**src/rtl/mem_bus_arbiter_if.sv**
```systemverilog
// mem_bus_arbiter_if: the bundle of signals around the data-RAM arbiter.
//   m0_* : CPU data-memory port (request fields in, gnt/rvalid/rdata out)
//   m1_* : UART debug loader port (same shape as m0_*)
//   s_*  : single-port RAM side (strobe, write enable, address, data, byte
//          enables out; read data in)
// The 'slave' modport is the arbiter's view: it receives master requests
// and RAM read data, and drives grants, responses and the RAM strobe.
// The 'master' modport is the opposite view, for whatever sits around it.
interface mem_bus_arbiter_if #(
    parameter int AW = 32,
    parameter int DW = 32
);
    logic              m0_req;
    logic              m0_lock;
    logic              m0_we;
    logic [AW-1:0]     m0_addr;
    logic [DW-1:0]     m0_wdata;
    logic [DW/8-1:0]   m0_be;
    logic              m0_gnt;
    logic              m0_rvalid;
    logic [DW-1:0]     m0_rdata;

    logic              m1_req;
    logic              m1_lock;
    logic              m1_we;
    logic [AW-1:0]     m1_addr;
    logic [DW-1:0]     m1_wdata;
    logic [DW/8-1:0]   m1_be;
    logic              m1_gnt;
    logic              m1_rvalid;
    logic [DW-1:0]     m1_rdata;

    logic              s_en;
    logic              s_we;
    logic [AW-1:0]     s_addr;
    logic [DW-1:0]     s_wdata;
    logic [DW/8-1:0]   s_be;
    logic [DW-1:0]     s_rdata;

    modport slave (
        input  m0_req, m0_lock, m0_we, m0_addr, m0_wdata, m0_be,
        input  m1_req, m1_lock, m1_we, m1_addr, m1_wdata, m1_be,
        input  s_rdata,
        output m0_gnt, m0_rvalid, m0_rdata,
        output m1_gnt, m1_rvalid, m1_rdata,
        output s_en, s_we, s_addr, s_wdata, s_be
    );

    modport master (
        output m0_req, m0_lock, m0_we, m0_addr, m0_wdata, m0_be,
        output m1_req, m1_lock, m1_we, m1_addr, m1_wdata, m1_be,
        output s_rdata,
        input  m0_gnt, m0_rvalid, m0_rdata,
        input  m1_gnt, m1_rvalid, m1_rdata,
        input  s_en, s_we, s_addr, s_wdata, s_be
    );
endinterface

```
**src/rtl/mem_bus_arbiter.sv**
```systemverilog
// mem_bus_arbiter: two-master, one-slave arbiter for the single-port data RAM.
// Master 0 is the CPU data port, master 1 the UART debug loader.
// One access is granted per cycle, round-robin with bounded locking; read
// data is steered back to the issuing master through an RD_LAT-deep tag pipe.
// Ports:
//   clk : system clock
//   rst : asynchronous active-low reset
//   bus : mem_bus_arbiter_if.slave (both master ports and the RAM port)
module mem_bus_arbiter #(
    parameter int AW       = 32,
    parameter int DW       = 32,
    parameter int RD_LAT   = 1,
    parameter int MAX_LOCK = 8
) (
    input  logic             clk,
    input  logic             rst,
    mem_bus_arbiter_if.slave bus
);
    localparam int CW = $clog2(MAX_LOCK + 1);

    logic              last_owner_q, last_owner_d;
    logic [CW-1:0]     lock_cnt_q, lock_cnt_d;
    logic [RD_LAT-1:0] tag_v_q, tag_v_d;
    logic [RD_LAT-1:0] tag_o_q, tag_o_d;
    logic [DW-1:0]     rdata0_q, rdata0_d;
    logic [DW-1:0]     rdata1_q, rdata1_d;

    logic both, last_lock, keep;
    logic gnt0, gnt1, rd_grant;
    logic rv0, rv1;

    // Arbitration. keep is the contested locked re-grant: it can only be
    // true when both request, so it always selects last_owner. Grants are
    // gated by reset so every output is quiet while rst is low.
    always_comb begin
        both      = bus.m0_req & bus.m1_req;
        last_lock = last_owner_q ? bus.m1_lock : bus.m0_lock;
        keep      = both & last_lock & (lock_cnt_q < CW'(MAX_LOCK));
        gnt0      = 1'b0;
        gnt1      = 1'b0;
        if (rst) begin
            if (both) begin
                gnt1 = keep ? last_owner_q : ~last_owner_q;
                gnt0 = ~gnt1;
            end else begin
                gnt0 = bus.m0_req;
                gnt1 = bus.m1_req;
            end
        end
        rd_grant = (gnt0 & ~bus.m0_we) | (gnt1 & ~bus.m1_we);
    end

    // Slave-side mux; fields are zero when nobody is granted.
    always_comb begin
        bus.s_en    = gnt0 | gnt1;
        bus.s_we    = 1'b0;
        bus.s_addr  = '0;
        bus.s_wdata = '0;
        bus.s_be    = '0;
        if (gnt1) begin
            bus.s_we    = bus.m1_we;
            bus.s_addr  = bus.m1_addr;
            bus.s_wdata = bus.m1_wdata;
            bus.s_be    = bus.m1_be;
        end else if (gnt0) begin
            bus.s_we    = bus.m0_we;
            bus.s_addr  = bus.m0_addr;
            bus.s_wdata = bus.m0_wdata;
            bus.s_be    = bus.m0_be;
        end
    end

    // Ownership/lock bookkeeping changes only on a grant. A grant that is not
    // a contested locked re-grant (including the forced hand-over after
    // saturation) clears the counter.
    always_comb begin
        last_owner_d = last_owner_q;
        lock_cnt_d   = lock_cnt_q;
        if (gnt0 | gnt1) begin
            last_owner_d = gnt1;
            lock_cnt_d   = keep ? lock_cnt_q + 1'b1 : '0;
        end
    end

    // Tag pipe shifts every cycle, idle or not; stage RD_LAT-1 lines up with
    // the RAM read data for the grant RD_LAT cycles earlier.
    always_comb begin
        tag_v_d[0] = rd_grant;
        tag_o_d[0] = gnt1;
        for (int i = 1; i < RD_LAT; i++) begin
            tag_v_d[i] = tag_v_q[i-1];
            tag_o_d[i] = tag_o_q[i-1];
        end
    end

    // Read return: owner gets RAM data straight through; the other master's
    // rdata holds its last returned value.
    always_comb begin
        rv0      = tag_v_q[RD_LAT-1] & ~tag_o_q[RD_LAT-1];
        rv1      = tag_v_q[RD_LAT-1] &  tag_o_q[RD_LAT-1];
        rdata0_d = rv0 ? bus.s_rdata : rdata0_q;
        rdata1_d = rv1 ? bus.s_rdata : rdata1_q;
    end

    assign bus.m0_gnt    = gnt0;
    assign bus.m1_gnt    = gnt1;
    assign bus.m0_rvalid = rv0;
    assign bus.m1_rvalid = rv1;
    assign bus.m0_rdata  = rdata0_d;
    assign bus.m1_rdata  = rdata1_d;

    // Reset sets last_owner to 1 so master 0 wins the first tie, and empties
    // the tag pipe so in-flight reads never return.
    always_ff @(posedge clk or negedge rst) begin
        if (!rst) begin
            last_owner_q <= 1'b1;
            lock_cnt_q   <= '0;
            tag_v_q      <= '0;
            tag_o_q      <= '0;
            rdata0_q     <= '0;
            rdata1_q     <= '0;
        end else begin
            last_owner_q <= last_owner_d;
            lock_cnt_q   <= lock_cnt_d;
            tag_v_q      <= tag_v_d;
            tag_o_q      <= tag_o_d;
            rdata0_q     <= rdata0_d;
            rdata1_q     <= rdata1_d;
        end
    end
endmodule

```
**src/flat_wrapper.sv**
```systemverilog
// flat-port wrapper written by rule: the top's interface ports become plain ports
module mem_bus_arbiter_flat 
#(
    parameter int AW       = 32,
    parameter int DW       = 32,
    parameter int RD_LAT   = 1,
    parameter int MAX_LOCK = 8
)
  (clk, rst, bus_m0_req, bus_m0_lock, bus_m0_we, bus_m0_addr, bus_m0_wdata, bus_m0_be, bus_m1_req, bus_m1_lock, bus_m1_we, bus_m1_addr, bus_m1_wdata, bus_m1_be, bus_s_rdata, bus_m0_gnt, bus_m0_rvalid, bus_m0_rdata, bus_m1_gnt, bus_m1_rvalid, bus_m1_rdata, bus_s_en, bus_s_we, bus_s_addr, bus_s_wdata, bus_s_be);
  mem_bus_arbiter_if #(.AW(AW), .DW(DW)) bus_i ();
  input  logic clk;
  input  logic rst;
  input wire logic [$bits(bus_i.m0_req)-1:0] bus_m0_req;
  input wire logic [$bits(bus_i.m0_lock)-1:0] bus_m0_lock;
  input wire logic [$bits(bus_i.m0_we)-1:0] bus_m0_we;
  input wire logic [$bits(bus_i.m0_addr)-1:0] bus_m0_addr;
  input wire logic [$bits(bus_i.m0_wdata)-1:0] bus_m0_wdata;
  input wire logic [$bits(bus_i.m0_be)-1:0] bus_m0_be;
  input wire logic [$bits(bus_i.m1_req)-1:0] bus_m1_req;
  input wire logic [$bits(bus_i.m1_lock)-1:0] bus_m1_lock;
  input wire logic [$bits(bus_i.m1_we)-1:0] bus_m1_we;
  input wire logic [$bits(bus_i.m1_addr)-1:0] bus_m1_addr;
  input wire logic [$bits(bus_i.m1_wdata)-1:0] bus_m1_wdata;
  input wire logic [$bits(bus_i.m1_be)-1:0] bus_m1_be;
  input wire logic [$bits(bus_i.s_rdata)-1:0] bus_s_rdata;
  output wire logic [$bits(bus_i.m0_gnt)-1:0] bus_m0_gnt;
  output wire logic [$bits(bus_i.m0_rvalid)-1:0] bus_m0_rvalid;
  output wire logic [$bits(bus_i.m0_rdata)-1:0] bus_m0_rdata;
  output wire logic [$bits(bus_i.m1_gnt)-1:0] bus_m1_gnt;
  output wire logic [$bits(bus_i.m1_rvalid)-1:0] bus_m1_rvalid;
  output wire logic [$bits(bus_i.m1_rdata)-1:0] bus_m1_rdata;
  output wire logic [$bits(bus_i.s_en)-1:0] bus_s_en;
  output wire logic [$bits(bus_i.s_we)-1:0] bus_s_we;
  output wire logic [$bits(bus_i.s_addr)-1:0] bus_s_addr;
  output wire logic [$bits(bus_i.s_wdata)-1:0] bus_s_wdata;
  output wire logic [$bits(bus_i.s_be)-1:0] bus_s_be;
  assign bus_i.m0_req = bus_m0_req;
  assign bus_i.m0_lock = bus_m0_lock;
  assign bus_i.m0_we = bus_m0_we;
  assign bus_i.m0_addr = bus_m0_addr;
  assign bus_i.m0_wdata = bus_m0_wdata;
  assign bus_i.m0_be = bus_m0_be;
  assign bus_i.m1_req = bus_m1_req;
  assign bus_i.m1_lock = bus_m1_lock;
  assign bus_i.m1_we = bus_m1_we;
  assign bus_i.m1_addr = bus_m1_addr;
  assign bus_i.m1_wdata = bus_m1_wdata;
  assign bus_i.m1_be = bus_m1_be;
  assign bus_i.s_rdata = bus_s_rdata;
  assign bus_m0_gnt = bus_i.m0_gnt;
  assign bus_m0_rvalid = bus_i.m0_rvalid;
  assign bus_m0_rdata = bus_i.m0_rdata;
  assign bus_m1_gnt = bus_i.m1_gnt;
  assign bus_m1_rvalid = bus_i.m1_rvalid;
  assign bus_m1_rdata = bus_i.m1_rdata;
  assign bus_s_en = bus_i.s_en;
  assign bus_s_we = bus_i.s_we;
  assign bus_s_addr = bus_i.s_addr;
  assign bus_s_wdata = bus_i.s_wdata;
  assign bus_s_be = bus_i.s_be;
  mem_bus_arbiter #(.AW(AW), .DW(DW), .RD_LAT(RD_LAT), .MAX_LOCK(MAX_LOCK)) u_core (.clk(clk), .rst(rst), .bus(bus_i));
endmodule
```
**config.mk**
```make
export PLATFORM = sky130hd
export DESIGN_NAME = mem_bus_arbiter_flat
export DESIGN_NICKNAME = d
export VERILOG_FILES = /design/src/rtl/mem_bus_arbiter_if.sv /design/src/rtl/mem_bus_arbiter.sv /design/src/flat_wrapper.sv
export SDC_FILE = /design/constraint.sdc
export NUM_CORES = 1
export LEC_CHECK = 0
export ABC_AREA = 1
export ABC_CLOCK_PERIOD_IN_PS = 5300
export BUFFER_PORTS_ARGS = -buffer_cell sky130_fd_sc_hd__buf_2
export CORE_AREA = 2 2 123 125
export DETAILED_ROUTE_END_ITERATION = 8
export DIE_AREA = 0 0 125 127
export SKIP_CTS_REPAIR_TIMING = 1
export SLEW_MARGIN = 5
export SYNTH_ARGS = -nofsm -noshare
export SYNTH_HDL_FRONTEND = slang
export SYNTH_SLANG_ARGS = --single-unit
```
**constraint.sdc**
```tcl
create_clock -name clk -period 5.3 [get_ports clk]
set_input_delay 1.325 -clock clk [delete_from_list [all_inputs] [get_ports clk]]
set_output_delay 1.325 -clock clk [all_outputs]
set_load 0.05 [all_outputs]
```
* Word-level counts from Yosys, hierarchy flattened
Cells that the tools add are included.
** Storage, ports and cells
- Register bits :: 71
- Input bits :: 176
- Output and inout port bits :: 138
- Word-level logic and storage cells :: 39
** Operators by class
- Add/subtract/negate cells :: 1
- Order comparisons :: 1
- Muxes and demuxes :: 17
- Bitwise logic cells :: 14
** Operators by type and width (count)
- $mux W32 :: 6
- $mux W4 :: 3
- $mux W1 :: 8
- $and A1 B1 Y1 :: 7
- $not A1 Y1 :: 5
- $add A4 B1 Y4 const B :: 1
- $lt A4 B4 Y1 const B :: 1
- $or A1 B1 Y1 :: 2

* Longest topological paths before layout
Gate-level depths: netlist of the first run.
- Depth in word-level cells :: 9
- Depth in mapped cells :: 10
- Gate-level depth less buffers :: 9

* Worst setup path before layout of the first run
OpenSTA, ideal clock, no wires.
- Path kind :: reg2out
- Start point :: reg u_core.tag_o_q
- End point :: out bus_m0_rdata[26]
- Data arrival time :: 2.653 ns
- Required time :: 3.975 ns
- Setup slack :: 1.322 ns
- Cell stages (with the launch flop) :: 5
- Buffers on the path :: 1
- Cell sequence :: dfrtp_1 > nor2_1 > inv_2 > clkbuf_1 > o21ai_0
** On the way
- Word-level cells in the longest chain between the ends :: 3
** RTL lines
- from (decl) :: RTL line mem_bus_arbiter.sv:24 : logic [RD_LAT-1:0] tag_o_q, tag_o_d;
- from (signal assigned) :: RTL line mem_bus_arbiter.sv:126 : tag_o_q <= tag_o_d;
- $not A1 Y1 :: RTL line mem_bus_arbiter.sv:99 : rv0 = tag_v_q[RD_LAT-1] & ~tag_o_q[RD_LAT-1];
- $and A1 B1 Y1 :: RTL line mem_bus_arbiter.sv:99
- named net bus_m0_rvalid :: RTL line flat_wrapper.sv:27 : output wire logic [$bits(bus_i.m0_rvalid)-1:0] bus_m0_rvalid;
- $mux W32 :: RTL line mem_bus_arbiter.sv:101 : rdata0_d = rv0 ? bus.s_rdata : rdata0_q;
- to (decl) :: RTL line flat_wrapper.sv:28 : output wire logic [$bits(bus_i.m0_rdata)-1:0] bus_m0_rdata;
The timed path passes the listed nets, and every way through them passes these cells.

* Worst setup path after layout of the first run
- Start point :: in rst
- End point :: out bus_s_wdata[10]
** On the way
- Word-level cells in the longest chain between the ends :: 3
- Elaborated cells on any way between the ends :: 4
- Classes of those cells :: 4 x mux
** RTL lines
- from (decl) :: RTL line flat_wrapper.sv:12 : input logic rst;
- $mux W1 :: RTL line mem_bus_arbiter.sv:41 : if (rst) begin
- $mux W32 :: RTL line mem_bus_arbiter.sv:65 : end else if (gnt0) begin
- $mux W32 * :: RTL line mem_bus_arbiter.sv:60 : if (gnt1) begin
- to (decl) :: RTL line flat_wrapper.sv:35 : output wire logic [$bits(bus_i.s_wdata)-1:0] bus_s_wdata;
Every way passes the cells marked *; elsewhere a longest branch is shown, timed or not.

==> flow_metrics.tcl, run 1 <==
set metrics [dict create \
    syn_area_per_cell_um2 7.331 \
    finalCoreUtilization_pct 40.57 \
    crit_path_max_fanout 38 \
    cts_max_level 3 \
    nFillCells 1567 \
    yosys-top-cells-area "dfrtp_1, nand3_1, nand2_1" \
    seq_area_frac_synth_pct 46.11 \
    grt_pass1_vias 4385 \
    cp-start-kind "input pin" \
    cp.arrival_ps 3080 \
    synth_nets 703 \
    cts_buffers 9 \
    finClkSkew_ps 6.116 \
    cts_buffer_depth 2 \
    clkTransAtPathRegs_ps 50 \
    register_area_mm2 0.001778 \
    vias 4633 \
    fin_crit_sh_pct 83.06 \
    routabilityCongestion 0.9020 \
    die_y_um 127 \
    start_util_pct 26.73 \
    num-nets-final 996 \
    grt_max_degree 66 \
    dp_hpwl_mm 12.85 \
    rsz0062_at_grt "false" \
    ios 314 \
    cts_tree "built" \
    vdd_ir_drop_max_uv 169.8 \
    drtAntennaViolNets 0 \
    multiInputGateArea_mm2 0.001699 \
    syn_inst 526 \
    fp.coreArea_mm2 0.01442 \
    finalMaxSlewViolations 0 \
    clock-root-buffer "clkbuf_16" \
    grt_overflow 0 \
    drt-total-wl_mm 16.29 \
    slew-limit-headroom_pct 30.18 \
    grt_pass1_wl_mm 24.65 \
    crit_type "input pin to output port" \
    grt_usage_pct 19.78 \
    die_area_mm2 0.01588 \
    cp.required_ps 3970 \
    p_leak_uw 0.003561 \
    die_width_um 125 \
    period_needed_ps 4402 \
    max_freq_ghz 0.2272 \
    drtPass1Iterations 7 \
    port-buffer-count 313 \
    synthDistinctLibCells 21 \
    post_route_cells_drive_above_1_share_pct 42.35 \
    post_drt_via_cell_ratio 4.587 \
    syn_area_mm2 0.003856 \
    antenna_found_initial 3 \
    cellPowerDensity_mw_per_mm2 452.4 \
    setup_slack_ps 897.7 \
    setup_violations 0 \
    cp-end-kind "output port" \
    hold_viol 0 \
    min_path_type "flip-flop to flip-flop" \
    worstMarginPinSlew_ps 1044 \
    row_count 44 \
    drcViolationCount 0 \
    fin_setup_tns_ps 0 \
    synthToLayoutAreaGrowth_pct 51.75 \
    routedWlPerCell_um 16.13 \
    worstSkewPairLatency_ps 330 \
    synth_warnings 0 \
    ys_ff_latch 71 \
    status "finished clean" \
    cap_violations 0 \
    drt-initial-drc-count 340 \
    p_total_uw 2647 \
    yosys.area.top_type "dfrtp_1" \
    dpl_worst_slack_ps 884.5 \
    yosys.area.top_type_share_pct 45.43 \
    cts_num_sinks 71 \
]
## report_power, final
group | internal [uW] | total [uW] | switching (uW)
clock network | 379 | 600 | 221
logic | 277 | 1310 | 1030
registers | 697 | 740 | 42.6
total | 1350 | 2650 | 1290
## state kept, by name, indices dropped and copies added (netlist names)
| signal | count |
|---|---|
| u_core.rdata1_q | 32 |
| u_core.last_owner_q | 1 |
| u_core.lock_cnt_q | 4 |
| u_core.tag_o_q | 1 |
| u_core.rdata0_q | 32 |
| u_core.tag_v_q | 1 |
## cells by family after synthesis
logic type,Yosys count,share of synthesized area [%]
xor gates and xnor gates,1,0.2272
buffers and inverters,85,9.896
DFF,71,46.11
adders and majority gates,1,0.3244
and+or+nand+nor,297,34.17
AOI/OAI and AO/OA,71,9.280
## final cells by class
type | count | area share [%]
Sequential cell | 71 | 30.38
Multi-Input combinational cell | 370 | 29.04
Timing Repair Buffer | 324 | 28.65
Clock buffer | 12 | 4.212
Tap cell | 184 | 3.934
Inverter | 43 | 2.758
Clock inverter | 4 | 0.9408
Antenna cell | 2 | 0.08552
## synthesized netlist by cell type
master and n:
a211oi_1 1, a21oi_1 3, and3_1 1, buf_1 7
buf_2 8, buf_6 7, clkbuf_1 20, dfrtp_1 70
dfstp_2 1, ha_1 1, inv_1 39, inv_2 4
nand2_1 146, nand2_2 2, nand2_4 1, nand3_1 143
nand3_2 1, nor2_1 2, nor2_2 1, o21ai_0 67
xnor2_1 1
## stage by stage
step	hold WS [ps]	std cells	instance area [um^2]
5_1_grt	502.8	1008	5847
2_1_floorplan	492.7	526	3856
3_5_place_dp	476.4	992	5545
3_3_place_gp	472.5	992	5545
6_report	488.3	1010	5852
4_1_cts	490.7	1008	5847
## worst paths after layout
kind                                          start                  end  slack [ps]  cells after the start
worst min-delay path            u_core.rdata1_q[22]  u_core.rdata1_q[22]         490                      2
max in group asynchronous                       rst  u_core.rdata0_q[24]        3420                      2
worst max register to register  u_core.last_owner_q       u_core.tag_v_q        3520                      9
worst min register to register  u_core.rdata1_q[22]  u_core.rdata1_q[22]         490                      2
min in group asynchronous                       rst   u_core.rdata1_q[3]         860                      1
worst max-delay path                            rst      bus_s_wdata[10]         900                      7
## cells in the final DEF, fill, tap and decap left out, drive strengths merged
cell	count
buf	324
nand2	149
nand3	144
dfrtp	70
o21ai	67
inv	43
clkbuf	12
a21oi	3
nor2	3
diode	2
clkinv	2
and3	1
a211oi	1
xnor2	1
ha	1
clkinvlp	1
bufinv	1
dfstp	1
## critical path, cell delays in order
cell,delay (ps)
buf_4,240
nand2_1,150
inv_2,500
buf_4,330
nand3_1,160
nand2_1,90
buf_2,260
## metal layers
metal	wire length (um)	share of wire [%]	GRT usage (%)
met4	206	1.3	4.248
met5	7	0.043	0
met1	6539	40	25.11
met2	8020	49	33.34
met3	1518	9.3	6.198
(Power assumes the default switching activity.)
==> run 2, diff against run 1 <==
- ABC_AREA: 1 -> 0
- ABC_CLOCK_PERIOD_IN_PS: 5300 -> 4550
- clock period: 5.3 -> 4.55 ns (I/O delays scaled with it)
==> run 2 against run 1 <==
Die area stayed put. Clock power up 27%. Sequential cell count unchanged. Count of clock-buffer cells in the layout decreased by 2. Synthesized cell count is 21% lower. Register-to-register slack got worse by 780 ps. Largest power group unchanged. Sequential share of layout area is 1.0 points lower. Via count fell by 9.6%. Largest cell class is now multi-input gates. Global-route usage is 2.8 points lower. First-iteration DRC count decreased by 61%. Worst hold slack got worse by 4.4 ps. Setup slack got worse by 440 ps.
==> flow_metrics.tcl, run 2 <==
set metrics [dict create \
    place_area_mm2 0.005724 \
    antenna-diode-count 0 \
    max_freq_ghz 0.2443 \
    clock-root-buffer "clkbuf_16" \
    switching_share_pct 46.24 \
    fp.coreArea_mm2 0.01442 \
    vdd_ir_drop_max_uv 187.8 \
    grt_max_degree 88 \
    cts_num_sinks 71 \
    synth_compound_area_share_pct 15.95 \
    ys_ff_latch 71 \
    row_count 44 \
    setup_violations 0 \
    port-buffer-count 313 \
    grt_pass1_wl_mm 21.47 \
    die_width_um 125 \
    p_leak_uw 0.003140 \
    final_cell_mix "buf_2, nand2_1, dfrtp_1, mux2_2, o22ai_1" \
    routedWlPerCell_um 15.87 \
    stdcell_count 901 \
    cp.required_ps 3410 \
    synth-xor-area-share_pct 0 \
    drcViolationCount 0 \
    num-nets-final 889 \
    synth_most_common_cell "nand2_1" \
    holdWs_ps 483.9 \
    post-place-cells 885 \
    p_int_uw 1715 \
    cts_buffers 9 \
    synthToLayoutAreaGrowth_pct 50.22 \
    status "finished clean" \
    ys.flop_type "dfrtp_1" \
    post_route_cells_drive_above_1_share_pct 59.83 \
    muxShareOfSynthArea_pct 18.40 \
    drtPass1Iterations 4 \
    worstMarginPinSlew_ps 1025 \
    nFillCells 1473 \
    hold_viol 0 \
    reg.largest.list "u_core.rdata0_q (32), u_core.rdata1_q (32), u_core.lock_cnt_q (4)" \
    seq_area_frac_synth_pct 44.10 \
    yosys.area.top_type_share_pct 43.45 \
    slew-limit-headroom_pct 31.50 \
    cp-end-kind "output port" \
    min_path_type "flip-flop to flip-flop" \
    finalMaxSlewViolations 0 \
    start_util_pct 27.95 \
    crit_path_max_fanout 19 \
    dp_hpwl_mm 11.33 \
    cts_tree "built" \
    clkTransAtPathRegs_ps 60 \
    register_area_mm2 0.001778 \
    ys_async_sr_fraction_pct 100.0 \
    drtAntennaViolNets 0 \
    cp-start-kind "input pin" \
    antenna_found_initial 0 \
    synth_top_family_by_area "multiplexers" \
    crit_type "input pin to output port" \
    startpoint "bus_m0_req" \
    cts_max_level 3 \
    fin_crit_sh_pct 89.95 \
    drt-total-wl_mm 14.30 \
    die_area_mm2 0.01588 \
    rsz0062_at_grt "false" \
    clkPwrFrac_pct 23.8 \
    yosys.area.top_type "dfrtp_1" \
    multiInputGateArea_mm2 0.002024 \
    synthDistinctLibCells 28 \
    cts_buffer_depth 2 \
    cap_violations 0 \
    layout_commonest_cell "buf_2" \
    syn_inst 416 \
    syn_area_per_cell_um2 9.691 \
    cellPowerDensity_mw_per_mm2 526.6 \
    finClkSkew_ps 3.470 \
    combPwrFrac_pct 49.5 \
    synth_warnings 0 \
    die_y_um 127 \
    grt_usage_pct 16.94 \
    routabilityCongestion 0.8851 \
    cp.arrival_ps 2960 \
    post_drt_via_cell_ratio 4.646 \
    worstSkewPairLatency_ps 320 \
    synth-simple-area-share_pct 15.33 \
    grt_overflow 0 \
    synth_fa_ha_area_share_pct 0.3104 \
    syn_area_mm2 0.004031 \
    pwr-share-seq_pct 26.7 \
    ios 314 \
    grt_pass1_vias 3967 \
    yosys-top-cells-area "dfrtp_1, mux2_2, nand2_1" \
    vias 4186 \
    synth_nets 593 \
    r2r_start "u_core.tag_o_q" \
    synth_edf_count 0 \
    drt-initial-drc-count 134 \
    fin_setup_tns_ps 0 \
    finalInstanceArea_mm2 0.006056 \
    net-switching-power_uw 1475 \
    hold_start "u_core.lock_cnt_q[2]" \
    synth_top_cells_by_count "nand2_1, dfrtp_1, mux2_2, o22ai_1, o22ai_2" \
    period_needed_ps 4093 \
]
## run 2: changes by cell type after synthesis, sizes merged, moves of 4 or more
cell,change
o22ai,+69
mux2,+65
o21ai,-63
clkbuf,-4
nand3,-143
inv,-38
nand2,-5
## run 2: logic make-up (layout without fill, tap and decap cells)
family	after synthesis	in the layout
simple gates	156	156
mux	66	66
buf+inv	43	344
compound gates	79	79
flops	71	71
fa+ha+maj	1	1
## run 2: critical path: stages
cell	delay [ps]
buf_2	130
nor4bb_1	130
a311o_2	510
buf_4	270
o22ai_1	420
buf_2	350
## run 2: routing by layer
| metal | wire, um | global-route usage, % | share of wire (%) | vias to the layer above |
|---|---|---|---|---|
| li1 | - | - | - | 2043 |
| met1 | 5453 | 18.89 | 38 | 1922 |
| met2 | 7179 | 29.89 | 50 | 202 |
| met3 | 1204 | 5.444 | 8.4 | 19 |
| met4 | 464 | 7.124 | 3.2 | 0 |
| met5 | 0 | 0 | 0 | - |
## run 2: power groups by stage
stage / Combinational (uW) / Clock (uW) / Sequential (uW)
after floorplan: 1230 / 0 / 850
after global placement: 1580 / 0 / 854
after detailed placement: 1590 / 0 / 864
after CTS: 1590 / 774 / 854
after global routing: 1650 / 807 / 869
final: 1580 / 759 / 852
## run 2: final timing paths
check,end,slack (ps),cells past startpoint
worst max-delay path,bus_s_addr[0],460,6
worst min-delay path,u_core.lock_cnt_q[2],480,1
worst max register to register,u_core.rdata0_q[31],2740,2
worst min register to register,u_core.lock_cnt_q[2],480,1
max in group asynchronous,u_core.rdata1_q[25],2920,2
min in group asynchronous,u_core.rdata0_q[27],790,1
## run 2: metrics by stage
step | worst slack (ps) | utilization, % | power, uW
6_report | 457.5 | 41.98 | 3189
5_1_grt | 444.0 | 41.98 | 3328
4_1_cts | 500.4 | 41.98 | 3218
3_5_place_dp | 501.8 | 39.69 | 2451
3_3_place_gp | 497.6 | 39.69 | 2436
2_1_floorplan | 741.9 | - | 2077
## run 2: area by class of cell
| cell class | instances | area share, % |
|---|---|---|
| Multi-Input combinational cell | 302 | 33.43 |
| Timing Repair Buffer | 323 | 27.62 |
| Clock buffer | 10 | 3.946 |
| Tap cell | 184 | 3.802 |
| Clock inverter | 6 | 1.529 |
| Sequential cell | 71 | 29.36 |
| Inverter | 5 | 0.3099 |
